$ cat src/rtl/button_debounce_pulser.sv
// Per-bit two-flop synchroniser, stability-count debouncer and registered
// press/release pulse generator with a lowest-index press encoder.
module button_debounce_pulser #(
   parameter int WIDTH           = 24,
   parameter int DEBOUNCE_CYCLES = 100000,
   parameter int CNT_W           = $clog2(DEBOUNCE_CYCLES + 1),
   parameter int IDX_W           = (WIDTH > 1) ? $clog2(WIDTH) : 1
) (
   input  logic             clk,
   input  logic             rst_n,
   input  logic [WIDTH-1:0] buttons_raw,
   output logic [WIDTH-1:0] buttons_stable,
   output logic [WIDTH-1:0] buttons_pressed,
   output logic [WIDTH-1:0] buttons_released,
   output logic             any_pressed,
   output logic [IDX_W-1:0] press_index
);

   if (DEBOUNCE_CYCLES < 1) begin : g_bad_debounce
      $error("button_debounce_pulser: DEBOUNCE_CYCLES must be at least 1");
   end

   localparam logic [CNT_W-1:0] CNT_MAX = CNT_W'(DEBOUNCE_CYCLES - 1);

   logic [WIDTH-1:0] sync_p0;
   logic [WIDTH-1:0] sync_p1;
   logic [CNT_W-1:0] cnt     [WIDTH];
   logic [CNT_W-1:0] cnt_nxt [WIDTH];
   logic [WIDTH-1:0] stable_nxt;
   logic [WIDTH-1:0] pressed_nxt;
   logic [WIDTH-1:0] released_nxt;

   // Bit 0 has the highest priority, so the last match scanning downward wins.
   function automatic logic [IDX_W-1:0] lowest_index(input logic [WIDTH-1:0] vec);
      lowest_index = '0;
      for (int i = WIDTH - 1; i >= 0; i--) begin
         if (vec[i]) lowest_index = IDX_W'(i);
      end
   endfunction

   always_comb begin
      cnt_nxt      = cnt;
      stable_nxt   = buttons_stable;
      pressed_nxt  = '0;
      released_nxt = '0;
      for (int i = 0; i < WIDTH; i++) begin
         if (sync_p1[i] == buttons_stable[i]) begin
            cnt_nxt[i] = '0;
         end else if (cnt[i] < CNT_MAX) begin
            cnt_nxt[i] = cnt[i] + CNT_W'(1);
         end else begin
            cnt_nxt[i]      = '0;
            stable_nxt[i]   = sync_p1[i];
            pressed_nxt[i]  = sync_p1[i];
            released_nxt[i] = ~sync_p1[i];
         end
      end
   end

   // Stage p0/p1: synchroniser; then debounce state and registered pulses.
   always_ff @(posedge clk or negedge rst_n) begin
      if (!rst_n) begin
         sync_p0          <= '0;
         sync_p1          <= '0;
         buttons_stable   <= '0;
         buttons_pressed  <= '0;
         buttons_released <= '0;
         any_pressed      <= 1'b0;
         press_index      <= '0;
         for (int i = 0; i < WIDTH; i++) cnt[i] <= '0;
      end else begin
         sync_p0          <= buttons_raw;
         sync_p1          <= sync_p0;
         buttons_stable   <= stable_nxt;
         buttons_pressed  <= pressed_nxt;
         buttons_released <= released_nxt;
         any_pressed      <= |pressed_nxt;
         press_index      <= lowest_index(pressed_nxt);
         for (int i = 0; i < WIDTH; i++) cnt[i] <= cnt_nxt[i];
      end
   end

endmodule
$ cat config.mk
export PLATFORM = sky130hd
export DESIGN_NAME = button_debounce_pulser
export DESIGN_NICKNAME = d
export VERILOG_FILES = /design/src/rtl/button_debounce_pulser.sv
export SDC_FILE = /design/constraint.sdc
export NUM_CORES = 1
export LEC_CHECK = 0
export CORE_UTILIZATION = 60
export DETAILED_ROUTE_END_ITERATION = 7
export MAX_ROUTING_LAYER = met4
export PLACE_DENSITY_LB_ADDON = 0.15
export SLEW_MARGIN = 20
export SYNTH_ARGS = -nofsm -noshare
export SYNTH_HDL_FRONTEND = slang
export SYNTH_SLANG_ARGS = --single-unit
$ cat constraint.sdc
create_clock -name clk -period 2.67 [get_ports clk]
set_input_delay 0.801 -clock clk [delete_from_list [all_inputs] [get_ports clk]]
set_output_delay 0.801 -clock clk [all_outputs]
set_load 0.05 [all_outputs]
## Word level (Yosys, flattened, before mapping)

Cells that the tools add are included.

- $add $sub $neg: 24
- Order comparisons: 24
- Equality and inequality tests: 24
- Multiplexer cells: 168
- Bitwise logic cells: 72
- Reduce and logical (&&, ||, !) cells: 25

Operators by type and width:

| kind | number |
|---|---|
| $mux 17 | 48 |
| $add 17x1->17 const B | 24 |
| $lt 17x17->1 const B | 24 |
| $mux 5 | 24 |
| $mux 1 | 96 |
| $not 1->1 | 72 |
| $reduce_and 2->1 | 24 |
| $eq 1x1->1 | 24 |
| $reduce_or 24->1 | 1 |

- Flip-flop bits (word level): 534
- Bits of input ports: 26
- Output and inout bits: 78
- Word-level logic and storage cells: 391

## Logic depth before layout (Yosys ltp)

Gate-level depths: netlist of the first run.

- Depth in word-level cells: 27
- Depth in mapped cells: 9
- Gate-level depth less buffers: 9

## Least setup slack after synthesis of the first run

No wires, ideal clock.

- Kind: reg2reg
- Start point: reg cnt[150] in the netlist's numbering
- End point: reg press_index[1]
- Library setup time: 119 ps
- Arrival time: 2273 ps
- Data required time: 2551 ps
- Path slack: 278 ps
- Stages on the path, launching flop included: 9
- Buffers on the path: 0
- Period minus slack after synthesis: 2392 ps
- Cells stage by stage: dfrtp_1 -> or4_1 -> or4_1 -> o32ai_1 -> nor4b_2 -> o21bai_4 -> a2111oi_2 -> nor3_1 -> o21a_1

- Word-level cells in the longest chain between the ends: 19

Ends and longest elaborated chain:

| element | RTL line | text |
|---|---|---|
| start: declaration | 27 | `logic [CNT_W-1:0] cnt [WIDTH];` |
| $lt 17x17->1 | 49 | `end else if (cnt[i] < CNT_MAX) begin` |
| $mux 1 | 49 |  |
| $mux 1 | 47 | `if (sync_p1[i] == buttons_stable[i]) begin` |
| named net pressed_nxt[15] | 30 | `logic [WIDTH-1:0] pressed_nxt;` |
| $mux 5 (16 in series) | 37 | `if (vec[i]) lowest_index = IDX_W'(i);` |
| end signal: assignment | 78 | `press_index <= lowest_index(pressed_nxt);` |
| end: declaration | 16 | `output logic [IDX_W-1:0] press_index` |

The timed path passes the listed nets, and every way through them passes these cells.
A chain may end at the register's enable or synchronous reset.

## Final worst setup path of the first run

- Start point: reg buttons_pressed[3]
- End point: out buttons_pressed[3]

RTL lines:

| element | RTL line | text |
|---|---|---|
| start: declaration | 13 | `output logic [WIDTH-1:0] buttons_pressed,` |
| start signal: assignment | 75 | `buttons_pressed <= pressed_nxt;` |

No word-level cell between the ends.

==> results of run 1 <==
[power groups by stage]
stage,clock network [mW],registers (mW),logic [mW]
2_1_floorplan,0,8.45,0.207
6_report,7.80,8.34,0.499
3_3_place_gp,0,8.47,0.500
5_1_grt,8.32,8.35,0.578
4_1_cts,7.99,8.34,0.517
3_5_place_dp,0,8.48,0.512
[cell usage after synthesis (10+ instances only)]
| cell type | number | area, sq um |
|---|---|---|
| nand2_1 | 161 | 604.3 |
| nor4_1 | 23 | 143.9 |
| xor2_1 | 194 | 1699 |
| nor3_1 | 25 | 125.1 |
| a31oi_1 | 22 | 137.6 |
| xnor2_1 | 157 | 1375 |
| o21ai_0 | 15 | 75.07 |
| nand3_1 | 143 | 715.7 |
| nor2b_1 | 16 | 100.1 |
| mux2_2 | 24 | 270.3 |
| dfrtp_1 | 534 | 13360 |
| nor2_1 | 476 | 1787 |
| nor3b_1 | 37 | 277.8 |
| o31a_1 | 12 | 105.1 |
| nand4_1 | 31 | 193.9 |
| a21oi_1 | 16 | 80.08 |
| and3_1 | 116 | 725.7 |
| clkbuf_1 | 24 | 90.09 |
| and2_1 | 28 | 175.2 |
| o2111ai_1 | 10 | 87.58 |
| or3_1 | 13 | 81.33 |
| inv_1 | 11 | 41.29 |
| nand2b_1 | 20 | 125.1 |
| ha_1 | 24 | 300.3 |
[metrics by stage]
stage	cell area, sq um	total power, mW	hold slack, ns	std cells	setup slack [ns]
6_report	27290	16.63	0.1252	2940	0.04760
5_1_grt	27290	17.25	0.1384	2940	0.0005194
4_1_cts	27240	16.84	0.1256	2940	0.0008902
3_5_place_dp	25390	8.994	0.3355	2842	0.05002
3_3_place_gp	25390	8.974	0.3315	2842	0.1483
2_1_floorplan	23260	8.660	0.3312	2196	0.2780
[kinds of logic (layout without fill, tap and decap cells)]
kind of cell / after synthesis / in the layout / synth area share (%)
AND/OR/NAND/NOR: 1118 / 1118 / 22.94
flip-flops: 534 / 534 / 57.44
XOR/XNOR: 351 / 351 / 13.22
AO/OA/AOI/OAI: 109 / 109 / 3.367
buffers and inverters: 36 / 269 / 0.5809
adder cells (fa/ha/maj): 24 / 24 / 1.291
multiplexers: 24 / 24 / 1.162
[layer usage]
metal	global-route usage [%]	wire, um	part of all wire (%)	vias up
met3	3.917	2224	4.9	94
met2	39.03	21580	47	296
met4	8.689	1292	2.8	0
met1	33.28	20640	45	7926
met5	-	0	0	-
li1	-	-	-	7794
[final cells by class]
class                           count  share of cell area [%]
Sequential cell                   534                   48.96
Multi-Input combinational cell   1626                   35.88
Timing Repair Buffer              159                   5.836
Clock buffer                       80                   5.790
Tap cell                          511                   2.343
Clock inverter                     18                   1.027
Inverter                           12                  0.1650
[state kept, by name, indices dropped and copies added, names as in the netlist]
register and flops:
any_pressed 1, buttons_pressed 24, buttons_released 24, buttons_stable 24
cnt 408, press_index 5, sync_p0 24, sync_p1 24
[how the worst max path moves through the flow]
| stage | slack (ns) | end | cells after the start |
|---|---|---|---|
| after detailed placement | 0.05 | press_index[2]$_DFF_PN0_ | 7 |
| final | 0.05 | buttons_pressed[3] | 1 |
| after floorplan | 0.28 | press_index[1]$_DFF_PN0_ | 8 |
| after global placement | 0.15 | press_index[4]$_DFF_PN0_ | 8 |
| after CTS | 0.0009 | buttons_stable[13] | 1 |
| after global routing | 0.0005 | buttons_stable[0] | 1 |
[timing repair]
action | 4_1_cts | 5_1_grt
gates resized for setup | 15 | 15
endpoints found under the setup margin | 14 | 14
pin swaps | 0 | 1
buffers inserted | 0 | 0
==> results.cfg, run 1 <==
[clock_network]
h-tree-depth = 2
cts-root-buf = clkbuf_16
cts.clk_slew.worst_paths_ns = 0.06
cts_tree = built
cts_buffers = 53
cts_hold_buf = 0
clock_latency_ns = 0.59
clock-sinks = 534
clockBufferDepth = 3

[timing]
fin_tns_setup_ns = 0
min_period_over_period_pct = 98.22
max_freq_mhz = 381.3
hold_viol_final = 0
period_needed_ns = 2.622
maxSlewViolCount = 0
skew_ns = 0.01120
rsz0062_at_grt = no
setup_viol = 0
relSlewSlack_pct = 43.23
worst_pin_slew_ns = 0.8497

[power_and_ir_drop]
swShare_pct = 20.96
p_clk_share_pct = 46.9
p_int_mw = 13.15
comb_power_share_pct = 3.0
power_per_cell_area_mw_per_mm2 = 609.5
vdd_drop_max_mv = 0.5207
pwr-share-seq_pct = 50.1
leakage_nw = 12.74
p_sw_mw = 3.487

[worst_setup_path]
crit_start = buttons_pressed[3]$_DFF_PN0_
cp_top_family = buffers and inverters
reg2reg_slack_ns = 0.08
slowest_delay_ns = 0.83
worstReg2RegStart = cnt[149]$_DFF_PN0_
cp-end-kind = primary output
cp_data_arrival_time_ns = 1.82
critPathLaunchType = flip-flop
worstPathCellList = clkdlybuf4s50_1
cp_data_required_time_ns = 1.87
path_class = reg -> out
cp_max_fo = 1
worst_r2r_path_depth = 8
r2r-end = press_index[1]$_DFF_PN0_
timing.critical_path.buf_inv = 1
critPathSlowestCell = clkdlybuf4s50_1

[finish]
final_util_pct = 71.95
regArea_sq_mm = 0.01336
multiInputGateArea_sq_mm = 0.009792
area_growth_pct = 17.32
layout-drive-gt1-share_pct = 7.781
final_cell_mix = dfrtp_1, nor2_1, xor2_1, nand2_1, xnor2_1
fill_cells = 2693
final_common_cell = dfrtp_1
antenna_cells = 0
fin_nets = 2436

[yosys]
async_flop_share_pct = 100.0
seq_area_frac_synth_pct = 57.44
avgSynthCellArea_sq_um = 10.59
synth_top_flop_cell = dfrtp_1
syn_area_sq_mm = 0.02326
syn_nets = 2246
post_synth_num_cell_types = 61
synth_edf_count = 0
postSynthCellCount = 2196
yosys_warnings = 0
ys_seq_elements = 534

[drt]
drtIter0Drc = 938
wl_per_cell_um = 15.56
firstDrtPassIters = 5
viasPerCell = 5.480
drt-total-wl_um = 45740
remaining_drc_errors = 0
drt.antenna.violating_nets = 0
route.vias.total = 16110

[global_routing]
gr-usage-all-layers_pct = 24.93
overflow = 0
grt_pass1_wl_um = 77760
grt_start_max_net_pins = 81
grt_antenna_before_repair = 0
first_global_vias = 16210

[worst_hold_path]
hp-class = in -> async

[floorplan]
die_h_um = 198.9
start_util_pct = 61.33
io-pin-count = 104
num_rows = 71
core_sq_mm = 0.03793
dieArea_sq_mm = 0.03956
die_x_um = 198.9

[place]
place.gp.congestion = 0.8506
portBuffers = 103
hpwl_um = 31570

[job]
drv_cap = 0

[run_status]
outcome = finished, final reports clean
No activity file was read; power rests on OpenSTA's default activity.
==> run 2, diff against run 1 <==
==> constraint.sdc (replaced) <==
create_clock -name clk -period 2.67 [get_ports clk]
set_input_delay 0.267 -clock clk [delete_from_list [all_inputs] [get_ports clk]]
set_output_delay 0.267 -clock clk [all_outputs]
set_load 0.05 [all_outputs]
==> run 2 against run 1 <==
Highest routed layer unchanged. Critical path depth increased by 8. Critical endpoint is now press_index[1]$_DFF_PN0_. Sequential share of layout area up 0.094 points. Count of clock-buffer cells in the layout shrank 9. Largest power group unchanged. Sequential cell count stayed put. Final area shrank 0.19%. Global-route usage fell by 0.68 points. Hold slack lost 0.019 ns. Final cell count fell by 0.34%.
==> results.cfg, run 2 (synthesized netlist as in run 1, its figures left out) <==
[run_status]
outcome = finished, final reports clean

[place]
portBuffers = 103
place.gp.congestion = 0.8659
hpwl_um = 30360
placedCellCount = 2829

[worst_setup_path]
cp-end-kind = flip-flop
cp_data_arrival_time_ns = 3.02
r2r-end = press_index[1]$_DFF_PN0_
critPathLaunchType = flip-flop
worstReg2RegStart = cnt[234]$_DFF_PN0_
reg2reg_slack_ns = 0.12
cp_max_fo = 4
worst_r2r_path_depth = 9
path_class = reg -> reg
cp_data_required_time_ns = 3.15

[power_and_ir_drop]
leakage_nw = 12.44
p_sw_mw = 3.569
swShare_pct = 21.20
p_int_mw = 13.26
p_clk_share_pct = 47.6
power_per_cell_area_mw_per_mm2 = 617.9
pwr-share-seq_pct = 49.5
comb_power_share_pct = 2.8
vdd_drop_max_mv = 0.5497

[floorplan]
num_rows = 71
dieArea_sq_mm = 0.03956
start_util_pct = 61.33
die_x_um = 198.9
core_sq_mm = 0.03793
die_h_um = 198.9
io-pin-count = 104

[drt]
wl_per_cell_um = 15.24
viasPerCell = 5.412
route.vias.total = 15860
drt-total-wl_um = 44660
remaining_drc_errors = 0
drtIter0Drc = 835
firstDrtPassIters = 5
drt.antenna.violating_nets = 0

[timing]
period_needed_ns = 2.546
max_freq_mhz = 392.8
hold_ws_ns = 0.1064
min_period_over_period_pct = 95.35
relSlewSlack_pct = 39.88
maxSlewViolCount = 0
worst_pin_slew_ns = 0.8998
hold_viol_final = 0
fin_tns_setup_ns = 0
skew_ns = 0.01500
setup_viol = 0

[finish]
layout-drive-gt1-share_pct = 7.734
fill_cells = 2686
largest-register = cnt
largest_register_ffs = 408
layout.cells.non_filler = 2930
final_cell_mix = dfrtp_1, nor2_1, xor2_1, nand2_1, xnor2_1
final_common_cell = dfrtp_1
final_util_pct = 71.81
fin_nets = 2424
area_growth_pct = 17.10

[clock_network]
clockBufferDepth = 3
cts_tree = built
cts_buffers = 53
clock_latency_ns = 0.60
h-tree-depth = 2
cts.clk_slew.worst_paths_ns = 0.06
clock-sinks = 534
cts-root-buf = clkbuf_16

[global_routing]
grt_start_max_net_pins = 79
first_global_vias = 15880
grt_antenna_before_repair = 0
grt_pass1_wl_um = 75630
overflow = 0
gr-usage-all-layers_pct = 24.25

[worst_hold_path]
worstHoldStart = buttons_raw[4]
min_to = sync_p0[4]$_DFF_PN0_
worstHoldPathCells = 1
hp-class = in -> reg

[job]
drv_cap = 0
run 2: layout make-up:
type	instances	area [sq um]	area share (%)
clock inverter	28	392.9	1.442
multi-input combinational	1626	9817	36.04
inverter	12	45.04	0.1654
clock buffer	71	1524	5.595
timing repair buffer	147	1456	5.347
antenna	1	2.502	0.009187
tap	511	639.4	2.347
sequential	534	13360	49.06
run 2: worst max path at each step:
stage                       start                  endpoint  slack, ns  depth (start not counted)
6_report       cnt[234]$_DFF_PN0_  press_index[1]$_DFF_PN0_       0.12                          9
5_1_grt         cnt[82]$_DFF_PN0_     any_pressed$_DFF_PN0_      -0.05                          8
4_1_cts        cnt[234]$_DFF_PN0_  press_index[4]$_DFF_PN0_       0.02                          8
3_5_place_dp   cnt[234]$_DFF_PN0_  press_index[4]$_DFF_PN0_       0.05                          8
3_3_place_gp   cnt[234]$_DFF_PN0_  press_index[4]$_DFF_PN0_       0.11                          8
2_1_floorplan  cnt[150]$_DFF_PN0_  press_index[1]$_DFF_PN0_       0.28                          8
run 2: layer usage:
layer | track usage [%] | up-vias | share of wire (%)
met3 | 4.035 | 77 | 4.4
li1 | - | 7761 | -
met5 | - | - | 0
met2 | 38.05 | 208 | 47
met1 | 32.16 | 7810 | 46
met4 | 8.433 | 0 | 2.8
run 2: power groups by stage:
stage / Combinational (mW) / Clock [mW] / Sequential (mW)
floorplan: 0.207 / 0 / 8.45
global placement: 0.479 / 0 / 8.47
detailed placement: 0.492 / 0 / 8.48
CTS: 0.498 / 8.18 / 8.33
global route: 0.557 / 8.51 / 8.35
finish: 0.479 / 8.02 / 8.34
run 2: critical path, stage by stage (launching register included):
cell     delay [ns]
dfrtp_1        0.41
or4_4          0.55
or4_1          0.40
o32a_2         0.20
nand3_2        0.13
inv_2          0.08
nor2_1         0.09
o31ai_1        0.06
or3_1          0.33
o21a_1         0.17
run 2: repair_timing:
item | 4_1_cts | 5_1_grt
hold endpoints to repair | 58 | 0
gates resized for setup | 0 | 9
hold buffers | 1 | 0
setup buffers | 0 | 0
setup endpoints to repair | 0 | 5
run 2: per-stage QoR:
step | total power, mW | area (sq um) | worst slack [ns]
2_1_floorplan | 8.660 | 23260 | 0.2780
3_3_place_gp | 8.954 | 25260 | 0.1062
3_5_place_dp | 8.971 | 25260 | 0.05456
4_1_cts | 17.02 | 27180 | 0.02224
5_1_grt | 17.41 | 27240 | -0.04846
6_report | 16.83 | 27240 | 0.1241
